--- src/rtl/led_pkg.sv ---
// Shared constants for the LED chaser / fade driver pair, plus the gamma curve.
// Gamma correction in the fade channels is enabled with LED_FADE_GAMMA_EN.
package led_pkg;

    localparam int unsigned PWM_BITS_DEF = 4;
    localparam int unsigned MAX_DEF      = 2 ** PWM_BITS_DEF - 1;
    localparam int unsigned N_LED_DEF    = 8;

    // Rounded square law: (lvl^2 + full/2) / full, so full maps to full and 0 to 0.
    function automatic int unsigned gamma(input int unsigned lvl, input int unsigned full);
        return (lvl * lvl + full / 2) / full;
    endfunction

endpackage

--- src/rtl/led_fade_driver_if.sv ---
// Pattern input and PWM/tick outputs of the LED fade driver.
// Feature macro used by this block: LED_FADE_GAMMA_EN.
interface led_fade_driver_if #(
    parameter int unsigned N_LED = led_pkg::N_LED_DEF
);

    logic [N_LED-1:0] led_in;
    logic [N_LED-1:0] led_out;
    logic             frame_tick;
    logic             decay_tick;

    modport master (
        output led_in,
        input  led_out,
        input  frame_tick,
        input  decay_tick
    );

    modport slave (
        input  led_in,
        output led_out,
        output frame_tick,
        output decay_tick
    );

endinterface

--- src/rtl/led_fade_channel.sv ---
// One LED brightness channel: level register with set/decay priority and PWM compare.
// With LED_FADE_GAMMA_EN defined, the level is gamma-mapped through a constant LUT.
module led_fade_channel
    import led_pkg::*;
#(
    parameter int unsigned PWM_BITS = PWM_BITS_DEF
) (
    input  logic                clk,
    input  logic                rs,
    input  logic                set,
    input  logic                decay,
    input  logic [PWM_BITS-1:0] pwm_cnt,
    output logic                out
);

    localparam logic [PWM_BITS-1:0] MAX = '1;

    logic [PWM_BITS-1:0] level;
    logic [PWM_BITS-1:0] eff_level;

`ifdef LED_FADE_GAMMA_EN
    logic [PWM_BITS-1:0] gamma_lut [2**PWM_BITS];

    for (genvar g = 0; g < 2 ** PWM_BITS; g++) begin : g_lut
        assign gamma_lut[g] = PWM_BITS'(gamma(g, 2 ** PWM_BITS - 1));
    end

    assign eff_level = gamma_lut[level];
`else
    assign eff_level = level;
`endif

    // A lit input overrides a decay step landing on the same edge.
    always_ff @(posedge clk) begin
        if (rs) begin
            level <= '0;
        end else if (set) begin
            level <= MAX;
        end else if (decay && (level != '0)) begin
            level <= level - 1'b1;
        end
    end

    always_ff @(posedge clk) begin
        if (rs) begin
            out <= 1'b0;
        end else begin
            out <= (pwm_cnt < eff_level);
        end
    end

endmodule

--- src/rtl/led_fade_driver.sv ---
// PWM afterglow driver for the chaser LEDs: shared frame/decay timing plus N_LED channels.
// Define LED_FADE_GAMMA_EN to gamma-correct channel brightness.
module led_fade_driver
    import led_pkg::*;
#(
    parameter int unsigned PWM_BITS  = PWM_BITS_DEF,
    parameter int unsigned DECAY_DIV = 8,
    parameter int unsigned N_LED     = N_LED_DEF
) (
    input  logic               clk,
    input  logic               rs,
    led_fade_driver_if.slave   bus
);

    localparam int unsigned MAX     = 2 ** PWM_BITS - 1;
    localparam int unsigned FRAME_W = (DECAY_DIV > 1) ? $clog2(DECAY_DIV) : 1;

    logic [PWM_BITS-1:0] pwm_cnt;
    logic [FRAME_W-1:0]  frame_cnt;
    logic                frame_tick;
    logic                decay_tick;
    logic                frame_end;
    logic                last_frame;
    logic [N_LED-1:0]    led_out;

    assign frame_end  = (pwm_cnt == PWM_BITS'(MAX - 1));
    assign last_frame = (frame_cnt == FRAME_W'(DECAY_DIV - 1));

    // Ticks are registered, so they land on the cycle where pwm_cnt has wrapped to 0.
    always_ff @(posedge clk) begin
        if (rs) begin
            pwm_cnt    <= '0;
            frame_cnt  <= '0;
            frame_tick <= 1'b0;
            decay_tick <= 1'b0;
        end else begin
            frame_tick <= frame_end;
            decay_tick <= frame_end && last_frame;
            if (frame_end) begin
                pwm_cnt   <= '0;
                frame_cnt <= last_frame ? '0 : frame_cnt + 1'b1;
            end else begin
                pwm_cnt <= pwm_cnt + 1'b1;
            end
        end
    end

    for (genvar i = 0; i < N_LED; i++) begin : g_ch
        led_fade_channel #(
            .PWM_BITS (PWM_BITS)
        ) u_ch (
            .clk     (clk),
            .rs      (rs),
            .set     (bus.led_in[i]),
            .decay   (decay_tick),
            .pwm_cnt (pwm_cnt),
            .out     (led_out[i])
        );
    end

    assign bus.led_out    = led_out;
    assign bus.frame_tick = frame_tick;
    assign bus.decay_tick = decay_tick;

endmodule

--- src/flat_wrapper.sv ---
// flat-port wrapper written by rule: the top's interface ports become plain ports
module led_fade_driver_flat import led_pkg::*;
#(
    parameter int unsigned PWM_BITS  = PWM_BITS_DEF,
    parameter int unsigned DECAY_DIV = 8,
    parameter int unsigned N_LED     = N_LED_DEF
)
  (clk, rs, bus_led_in, bus_led_out, bus_frame_tick, bus_decay_tick);
  led_fade_driver_if #(.N_LED(N_LED)) bus_i ();
  input  logic clk;
  input  logic rs;
  input wire logic [$bits(bus_i.led_in)-1:0] bus_led_in;
  output wire logic [$bits(bus_i.led_out)-1:0] bus_led_out;
  output wire logic [$bits(bus_i.frame_tick)-1:0] bus_frame_tick;
  output wire logic [$bits(bus_i.decay_tick)-1:0] bus_decay_tick;
  assign bus_i.led_in = bus_led_in;
  assign bus_led_out = bus_i.led_out;
  assign bus_frame_tick = bus_i.frame_tick;
  assign bus_decay_tick = bus_i.decay_tick;
  led_fade_driver #(.PWM_BITS(PWM_BITS), .DECAY_DIV(DECAY_DIV), .N_LED(N_LED)) u_core (.clk(clk), .rs(rs), .bus(bus_i));
endmodule
--- config.mk ---
export PLATFORM = sky130hd
export DESIGN_NAME = led_fade_driver_flat
export DESIGN_NICKNAME = d
export VERILOG_FILES = /design/src/rtl/led_pkg.sv /design/src/rtl/led_fade_driver_if.sv /design/src/rtl/led_fade_channel.sv /design/src/rtl/led_fade_driver.sv /design/src/flat_wrapper.sv
export SDC_FILE = /design/constraint.sdc
export NUM_CORES = 1
export LEC_CHECK = 0
export CAP_MARGIN = 20
export CORE_UTILIZATION = 33
export DETAILED_ROUTE_END_ITERATION = 10
export PLACE_DENSITY_LB_ADDON = 0.2
export RECOVER_POWER = 50
export SKIP_LAST_GASP = 1
export SLEW_MARGIN = 10
export SYNTH_ARGS = -nofsm -noshare
export SYNTH_HDL_FRONTEND = slang
export SYNTH_SLANG_ARGS = --single-unit
--- constraint.sdc ---
create_clock -name clk -period 4.4 [get_ports clk]
set_input_delay 0.88 -clock clk [delete_from_list [all_inputs] [get_ports clk]]
set_output_delay 0.88 -clock clk [all_outputs]
set_load 0.02 [all_outputs]
# Word-level counts from Yosys, hierarchy flattened
# Cells that the tools add are included.
dict set report classes {
  n_mux 17
  div_mod_pow 0
  reduce_logical 26
  multipliers 0
  n_bitwise 0
  shifts 0
  addsub 10
  magnitude_cmp 8
  eq_ne 2
}
# cell count
set op_table {}
lappend op_table {{4-bit 2-to-1 mux} 16}
lappend op_table {{4-bit less-than comparator} 8}
lappend op_table {{4-bit nonzero test} 8}
lappend op_table {{4-bit by 1-bit subtractor with 4-bit output (second input constant)} 8}
lappend op_table {{2-bit nonzero test} 8}
lappend op_table {{1-bit logical AND} 9}
lappend op_table {{4-bit by 1-bit adder with 4-bit output (second input constant)} 1}
lappend op_table {{4-bit == test (second input constant)} 1}
lappend op_table {{3-bit by 1-bit adder with 3-bit output (second input constant)} 1}
lappend op_table {{3-bit == test (second input constant)} 1}
lappend op_table {{3-bit 2-to-1 mux} 1}
lappend op_table {{2-bit OR reduction} 1}
dict set report word_totals {
  output_inout_bits 10
  in_bits 10
  memories 0
  word_cells 83
  latchBits 0
  romBits 0
  mem_bits_rw 0
  regBits 49
}

# Logic depth before layout (Yosys ltp)
dict set report depth {
  ltp_word 4
  mapped_depth 6
  mapped_depth_nobuf 5
}

# Cells and area by module
# A second synthesis with hierarchy kept.
dict set report hier_totals {
  hier_cells 300
  hier_area_um2 2740.1
}
# mod area_each_um2 n_inst cells_per_inst seq_area_each_um2
set modules_own_cells {}
lappend modules_own_cells {led_fade_channel 296.5 8 33 100.1}
lappend modules_own_cells {led_fade_driver 367.9 1 36 180.2}

# Least setup slack after synthesis
# OpenSTA, ideal clock, no wires.
dict set report synth_timing {
  path_kind {input port to flip-flop}
  from {input port rs}
  to {register u_core.g_ch[0].u_ch.level[3]}
  path_slack_ns 2.730
  stages 4
  required_time_ns 4.268
  t_arrival_ns 1.537
  setup_ns 0.132
  path_buffers 3
  path_cell_list {buf_2 buf_2 clkbuf_1 a21oi_1}
}
# item line_no
set synth_rtl {}
lappend synth_rtl {{start, declared} flat_wrapper.sv:11} ;# input logic rs;
lappend synth_rtl {{end signal, assigned} led_fade_channel.sv:40} ;# level <= level - 1'b1;
lappend synth_rtl {{end, declared} led_fade_channel.sv:18} ;# logic [PWM_BITS-1:0] level;
# No word-level cell between the ends.

==> metrics.md <==
| Metric | Value |
|---|---|
| Outcome | `complete, no violations` |
| Post-cts hold buffer count | `0` |
| Slew at the pin closest to its max-slew limit | `1.29 ns` |
| Element type at the critical path start | `input pin` |
| Synth Instances | `316` |
| Synthesized Nets | `between 300 and 400` |
| Die Footprint | `8980 µm²` |
| Number of inserted filler cells in the final layout | `868` |
| Smallest hold slack | `0.490 ns` |
| Cells along the critical path | `dlygate4sd3_1 > clkbuf_1 > nor2_1 > a32o_1` |
| Crit path buf inv count | `2` |
| Leakage Power | `about 0.0014 µW` |
| Cell Rows | `33` |
| GRT Resource Usage Total | `0.129` |
| Area Overhead vs Synth | `11.7%` |
| Final period util | `0.623` |
| Path category of the worst min-delay check | `reg -> reg` |
| Max-Slew Margin vs Limit | `0.140` |
| Endpoint class of the critical path | `register` |
| Most common library cell in the layout ignoring fill and taps | `sky130_fd_sc_hd__dfxtp_1` |
| Synthesis warning total | `0` |
| Total power | `1010 µW` |
| Post-DR wirelength/cell | `12.1 µm` |
| Port Buffers | `19` |
| Cell class contributing the biggest share of worst-path delay | `buffers and inverters` |
| Initial antenna violation count | `0` |
| Area of the core | `8260 µm²` |
| TritonCTS Sinks | `49` |
| Detailed-route DRC error count | `0` |
| Number of DRC markers in iteration 0 | `52` |
| Routability congestion estimate | `~0.72` |
| Total grt overflow | `0` |
| Max-capacitance violation count | `0` |
| Share of synthesized area occupied by flip-flops and latches | `0.345` |
| N_diodes | `0` |
| Maximum number of pins on one net before global-route repair | `56` |
| Clock-pin slew on the worst setup and hold paths | `0.09 ns` |
| Slowest cell on the critical path | `sky130_fd_sc_hd__clkbuf_1` |
| Final-report max-slew violation count | `0` |
| Post-route antenna net violation count | `0` |
| Starting utilization of the core area | `0.344` |
| Final-report setup violation count | `0` |
| Leading cell types in the layout, fill and taps excluded | `49 x sky130_fd_sc_hd__dfxtp_1, 42 x sky130_fd_sc_hd__inv_1, 38 x sky130_fd_sc_hd__a21oi_1, 36 x sky130_fd_sc_hd__ha_1, 18 x sky130_fd_sc_hd__clkdlybuf4s50_1` |
| Share of final-layout standard cells stronger than drive strength 1 | `0.0399` |
| FF-to-FF setup slack | `between 2 and 3 ns` |
| Post-Synthesis Cell Area | `2840 µm²` |
| Combinational share of power | `0.173` |
| I/O pins | `20` |
| Critical path start-end classification | `in -> reg` |
| Wire length of the first global-routing pass | `9170 µm` |
| Final min period | `roughly 2.7 ns` |
| Maximum level of the CTS H-tree | `2` |
| P_sw | `~270 µW` |
| Die Width | `94.8 µm` |
| Via count | `2173` |
| Internal power | `735 µW` |
| Total number of nets in the final design | `roughly 370` |
| Vias in the first global route | `2056` |
| Detailed Place HPWL | `about 3600 µm` |
| Max clock buf depth | `2` |
| Peak ir drop on the vdd network | `130 µV` |
| Number of clock buffers inserted by TritonCTS | `5` |
| Cts repair resizes | `0` |
| Clock Root Buffer | `sky130_fd_sc_hd__clkbuf_8` |
| RSZ-0062 raised after global routing | `no` |
| Crit Path Max Fanout | `28` |
| Number of distinct library cell variants in the gate-level netlist after synthesis | `29` |
| Part of the power in registers | `0.504` |
| Critical Path AT | `2.94 ns` |
| P per Cell Area | `roughly 320 nW/µm²` |
| TritonCTS clock tree | `built` |
| Worst EP required | `roughly 4.6 ns` |
| Vias per cell | `~5.0` |
| Total wire length | `between 5000 and 6000 µm` |
| Post-CTS Setup Bufs | `0` |
| Post-synthesis register bit count | `49` |
| Biggest cell delay along the critical path | `0.94 ns` |
| Switching power share of the total | `0.272` |
| Count of endpoints failing hold in the final timing report | `0` |
| Setup TNS | `0 ns` |
| Setup skew after layout | `about 0.0037 ns` |
| Clk_lat worst skew | `0.30 ns` |
| Detailed Routing Iterations Pass 1 | `4` |
| Highest clock frequency the design can meet | `365 MHz` |
| Chip height | `about 95 µm` |
| Avg Inst Size Synth | `8.99 µm²` |
| Core Util, Final | `0.384` |
| Clock group share of total power | `0.323` |
## cells in the mapped netlist, drive strengths merged
cell type	instances	area, µm²
clkbuf	4	15.0
ha	36	450
a22o	2	17.5
a21oi	38	190
nor2	14	52.6
xor2	1	8.76
nand3	9	45.0
a31oi	17	106
nand2	9	33.8
dfxtp	49	981
a21o	15	113
or3b	8	72.6
xnor2	1	8.76
nor4	1	12.5
a32o	1	10.0
a211o	8	70.1
and4b	7	71.3
or3	1	6.26
nand2b	9	56.3
buf	16	105
nor4b	8	70.1
mux2i	8	80.1
and4	1	11.3
inv	42	158
nor3	3	15.0
a41o	8	80.1
## per-stage QoR
step / setup WS, ns / cell area (µm²) / instances
2_1_floorplan: 2.73 / 2840 / 316
3_3_place_gp: 2.19 / 3060 / 423
3_5_place_dp: 2.17 / 3060 / 423
4_1_cts: 2.25 / 3180 / 431
5_1_grt: 1.49 / 3170 / 431
6_report: 1.66 / 3170 / 431
## worst reg2reg max path, stage by stage, from the launching register on
cell and delay (ns):
sky130_fd_sc_hd__dfxtp_1 0.33, sky130_fd_sc_hd__buf_4 0.44, sky130_fd_sc_hd__nor4b_1 0.39, sky130_fd_sc_hd__mux2i_1 0.23, sky130_fd_sc_hd__a21oi_1 0.07
## power groups by stage
stage	registers (µW)	clock network, µW	logic, µW
3_3_place_gp	520	0	173
2_1_floorplan	508	0	142
6_report	509	326	175
4_1_cts	510	345	179
5_1_grt	515	361	201
3_5_place_dp	520	0	178
## final timing paths
path | startpoint | to | cells past startpoint
min | u_core.frame_cnt[1]$_SDFFE_PP0P_ | u_core.frame_cnt[1]$_SDFFE_PP0P_ | 1
max reg2reg | u_core.bus.decay_tick$_SDFF_PP0_ | u_core.g_ch[6].u_ch.eff_level[3]$_SDFFE_PP0P_ | 4
max | rs | u_core.frame_cnt[1]$_SDFFE_PP0P_ | 4
min reg2reg | u_core.frame_cnt[1]$_SDFFE_PP0P_ | u_core.frame_cnt[1]$_SDFFE_PP0P_ | 1
## per-layer routing
| metal | part of all wire | vias to the layer above | wire length (µm) | GRT usage |
|---|---|---|---|---|
| li1 | - | 1145 | - | - |
| met1 | 0.48 | 1007 | 2480 | 0.152 |
| met2 | 0.49 | 16 | 2550 | 0.234 |
| met3 | 0.021 | 5 | 111 | 0.0266 |
| met4 | 0.012 | 0 | 62 | 0.0379 |
| met5 | 0 | - | 0 | 0 |
## cell families (layout without fill, tap and decap cells)
| group | after synthesis | after routing | share of synthesized area |
|---|---|---|---|
| compound gates | 89 | 89 | 0.207 |
| xor+xnor | 2 | 2 | 0.00617 |
| mux | 8 | 8 | 0.0282 |
| buf+inv | 62 | 72 | 0.0978 |
| fa+ha+maj | 36 | 36 | 0.159 |
| flops | 49 | 49 | 0.345 |
| simple gates | 70 | 70 | 0.157 |
## registers in the layout (all words and copies together), names as in the netlist
name	cells
u_core.g_ch.u_ch.eff_level	32
u_core.g_ch.u_ch.out	8
u_core.pwm_cnt	4
u_core.frame_cnt	3
u_core.bus.decay_tick	1
u_core.bus.frame_tick	1
## final cells by class
type / instances / area (µm²) / share of cell area
sequential: 49 / 981 / 0.309
tap: 105 / 131 / 0.0414
clock inverter: 3 / 46.3 / 0.0146
clock buffer: 5 / 68.8 / 0.0217
timing repair buffer: 22 / 205 / 0.0647
multi-input combinational: 205 / 1580 / 0.499
inverter: 42 / 158 / 0.0497
Power figures use the tool's default switching activity.
==> variant: new RTL, same flow settings <==
`PWM_BITS_DEF`: 4 -> 3.
--- a/src/rtl/led_pkg.sv
+++ b/src/rtl/led_pkg.sv
@@ -2,7 +2,7 @@
 // Gamma correction in the fade channels is enabled with LED_FADE_GAMMA_EN.
 package led_pkg;
 
-    localparam int unsigned PWM_BITS_DEF = 4;
+    localparam int unsigned PWM_BITS_DEF = 3;
     localparam int unsigned MAX_DEF      = 2 ** PWM_BITS_DEF - 1;
     localparam int unsigned N_LED_DEF    = 8;
 
Function: changed (a bounded check fails within 10 cycles, from zero or initial values).
==> variant against the original RTL <==
Wire length fell by 31%; power shrank 15%; sequential cell count decreased by 9; worst setup slack lost 0.11 ns; fmax down 3.8%; combinational power down 14%; first-iteration DRC count is 35% lower; die area fell by 24%; synthesized area shrank 25%; global-route usage decreased by 0.72 points; design area is 23% lower; critical path type unchanged; largest cell class unchanged.
==> variant: results (changes against the original RTL) <==
Placement
The number of cells in the design after placement is 302 (-29%). The sum of net half-perimeters after detailed placement is 2510 µm (-31%).

Final layout
The share of final-layout standard cells stronger than drive strength 1 was 0.0638 (+0.0240). The fill cell total of the finished layout was 626 (-28%). The layout net count is 280 (-25%). The non-filler instance count after layout is 310 (-28%).

Power and ir drop
The part of the power in the clock network is 0.344 (+0.021). The cell leakage power is 1.08 nW (-25%). The worst IR drop on VDD is 0.135 mV (+3.5%).

The cell internal power dissipation is 0.000638 W (-13%).

Synth
By area the synthesized netlist is led by dfxtp_1, ha_1, a311oi_1. The post-synthesis net count is 266 (-27%). The mean instance size in the synthesized netlist is 9.74 µm² (+8.3%). The distinct cell type count of the synthesized netlist came to 22 (-24%). The sequential element share of the synthesized area is 0.374 (+0.0285).

Detailed routing
The post-route met1 wirelength was 1860 µm (-25%). The iteration-0 DRC count of the detailed router came to 34 (-35%). The routed length on met3 came to 102 µm (-8.1%).

The total met2 wirelength after detailed routing is 1550 µm (-39%). The average detailed-routed wire length per instance is 11.5 µm (-4.4%).

Worst hold path
The worst min-delay path endpoint is u_core.frame_cnt[2]. The depth of the worst hold-timing path is 2 (+1). The origin of the worst min-delay path is u_core.frame_cnt[2].

Setup path
The arrival time at the worst endpoint is 3.04 ns (+0.10 ns). The highest cell delay on the worst timing path is 0.99 ns (+0.05 ns). The reg-to-reg setup timing slack is 2.87 ns (+0.11 ns). The startpoint identified for the worst register-to-register timing path is u_core.pwm_cnt[1].

Global route
The global routing met1 resource utilization is 0.151 (-0.000205). The routing usage on met3 is 0.0297 (+0.00310). The wire length of the first global-routing pass is 6130 µm (-33%). The number of global-route vias before repair is 1394 (-32%). The all-layer global routing usage is 0.122 (-0.00715). The pin count of the biggest net entering global routing is 29 (-48%).

Outcome
The run finished with clean final reports.

STA
The final clock skew came to 0.00475 ns (+0.00102 ns).
[variant: cell types whose count changed after synthesis, moves of 8 or more]
cell	before	now
a211o_1	8	0
a21oi_1	38	11
inv_1	42	34
nand3_1	9	1
nor2_1	14	4
and2b_4	0	8
nor3_1	3	16
a41o_1	8	0
a31oi_1	17	0
dfxtp_1	49	40
nor4b_1	8	0
a311oi_1	0	16
a211oi_1	0	10
[variant: cells by family (layout without fill, tap and decap cells)]
group,count (synthesis),in the layout,share of synthesized area
compound gates,45,45,0.154
xor+xnor,8,8,0.0327
fa+ha+maj,36,36,0.210
buf+inv,47,62,0.101
flops,40,40,0.374
mux,1,1,0.00467
simple gates,43,43,0.123
[variant: metrics by stage]
stage                     worst slack, ns  cell area (µm²)  hold slack (ns)  power (W)   util
after CTS                            1.87             2450            0.471   0.000876  0.402
after floorplan                      2.99             2140            0.436   0.000534      -
after global routing                 1.38             2450            0.490   0.000912  0.402
after global placement               2.00             2340            0.453   0.000572  0.385
after detailed placement             1.98             2340            0.458   0.000573  0.385
final                                1.55             2450            0.468   0.000856  0.402
[variant: layout make-up]
class	instances	area, µm²	area share
multi-input cells	133	1120	0.459
flip-flops and latches	40	801	0.327
repair buffers	20	194	0.0792
inverters	34	128	0.0521
well taps	75	93.8	0.0383
clock buffers	6	72.6	0.0296
clock inverters	2	35.0	0.0143
[variant: how the worst max path moves through the flow]
| stage | to | slack [ns] | cells past startpoint |
|---|---|---|---|
| after floorplan | bus_decay_tick | 2.99 | 0 |
| after global placement | u_core.bus.decay_tick | 2.00 | 4 |
| after detailed placement | u_core.bus.decay_tick | 1.98 | 4 |
| after CTS | bus_decay_tick | 1.87 | 1 |
| after global routing | u_core.bus.decay_tick | 1.38 | 4 |
| final | u_core.bus.decay_tick | 1.55 | 4 |
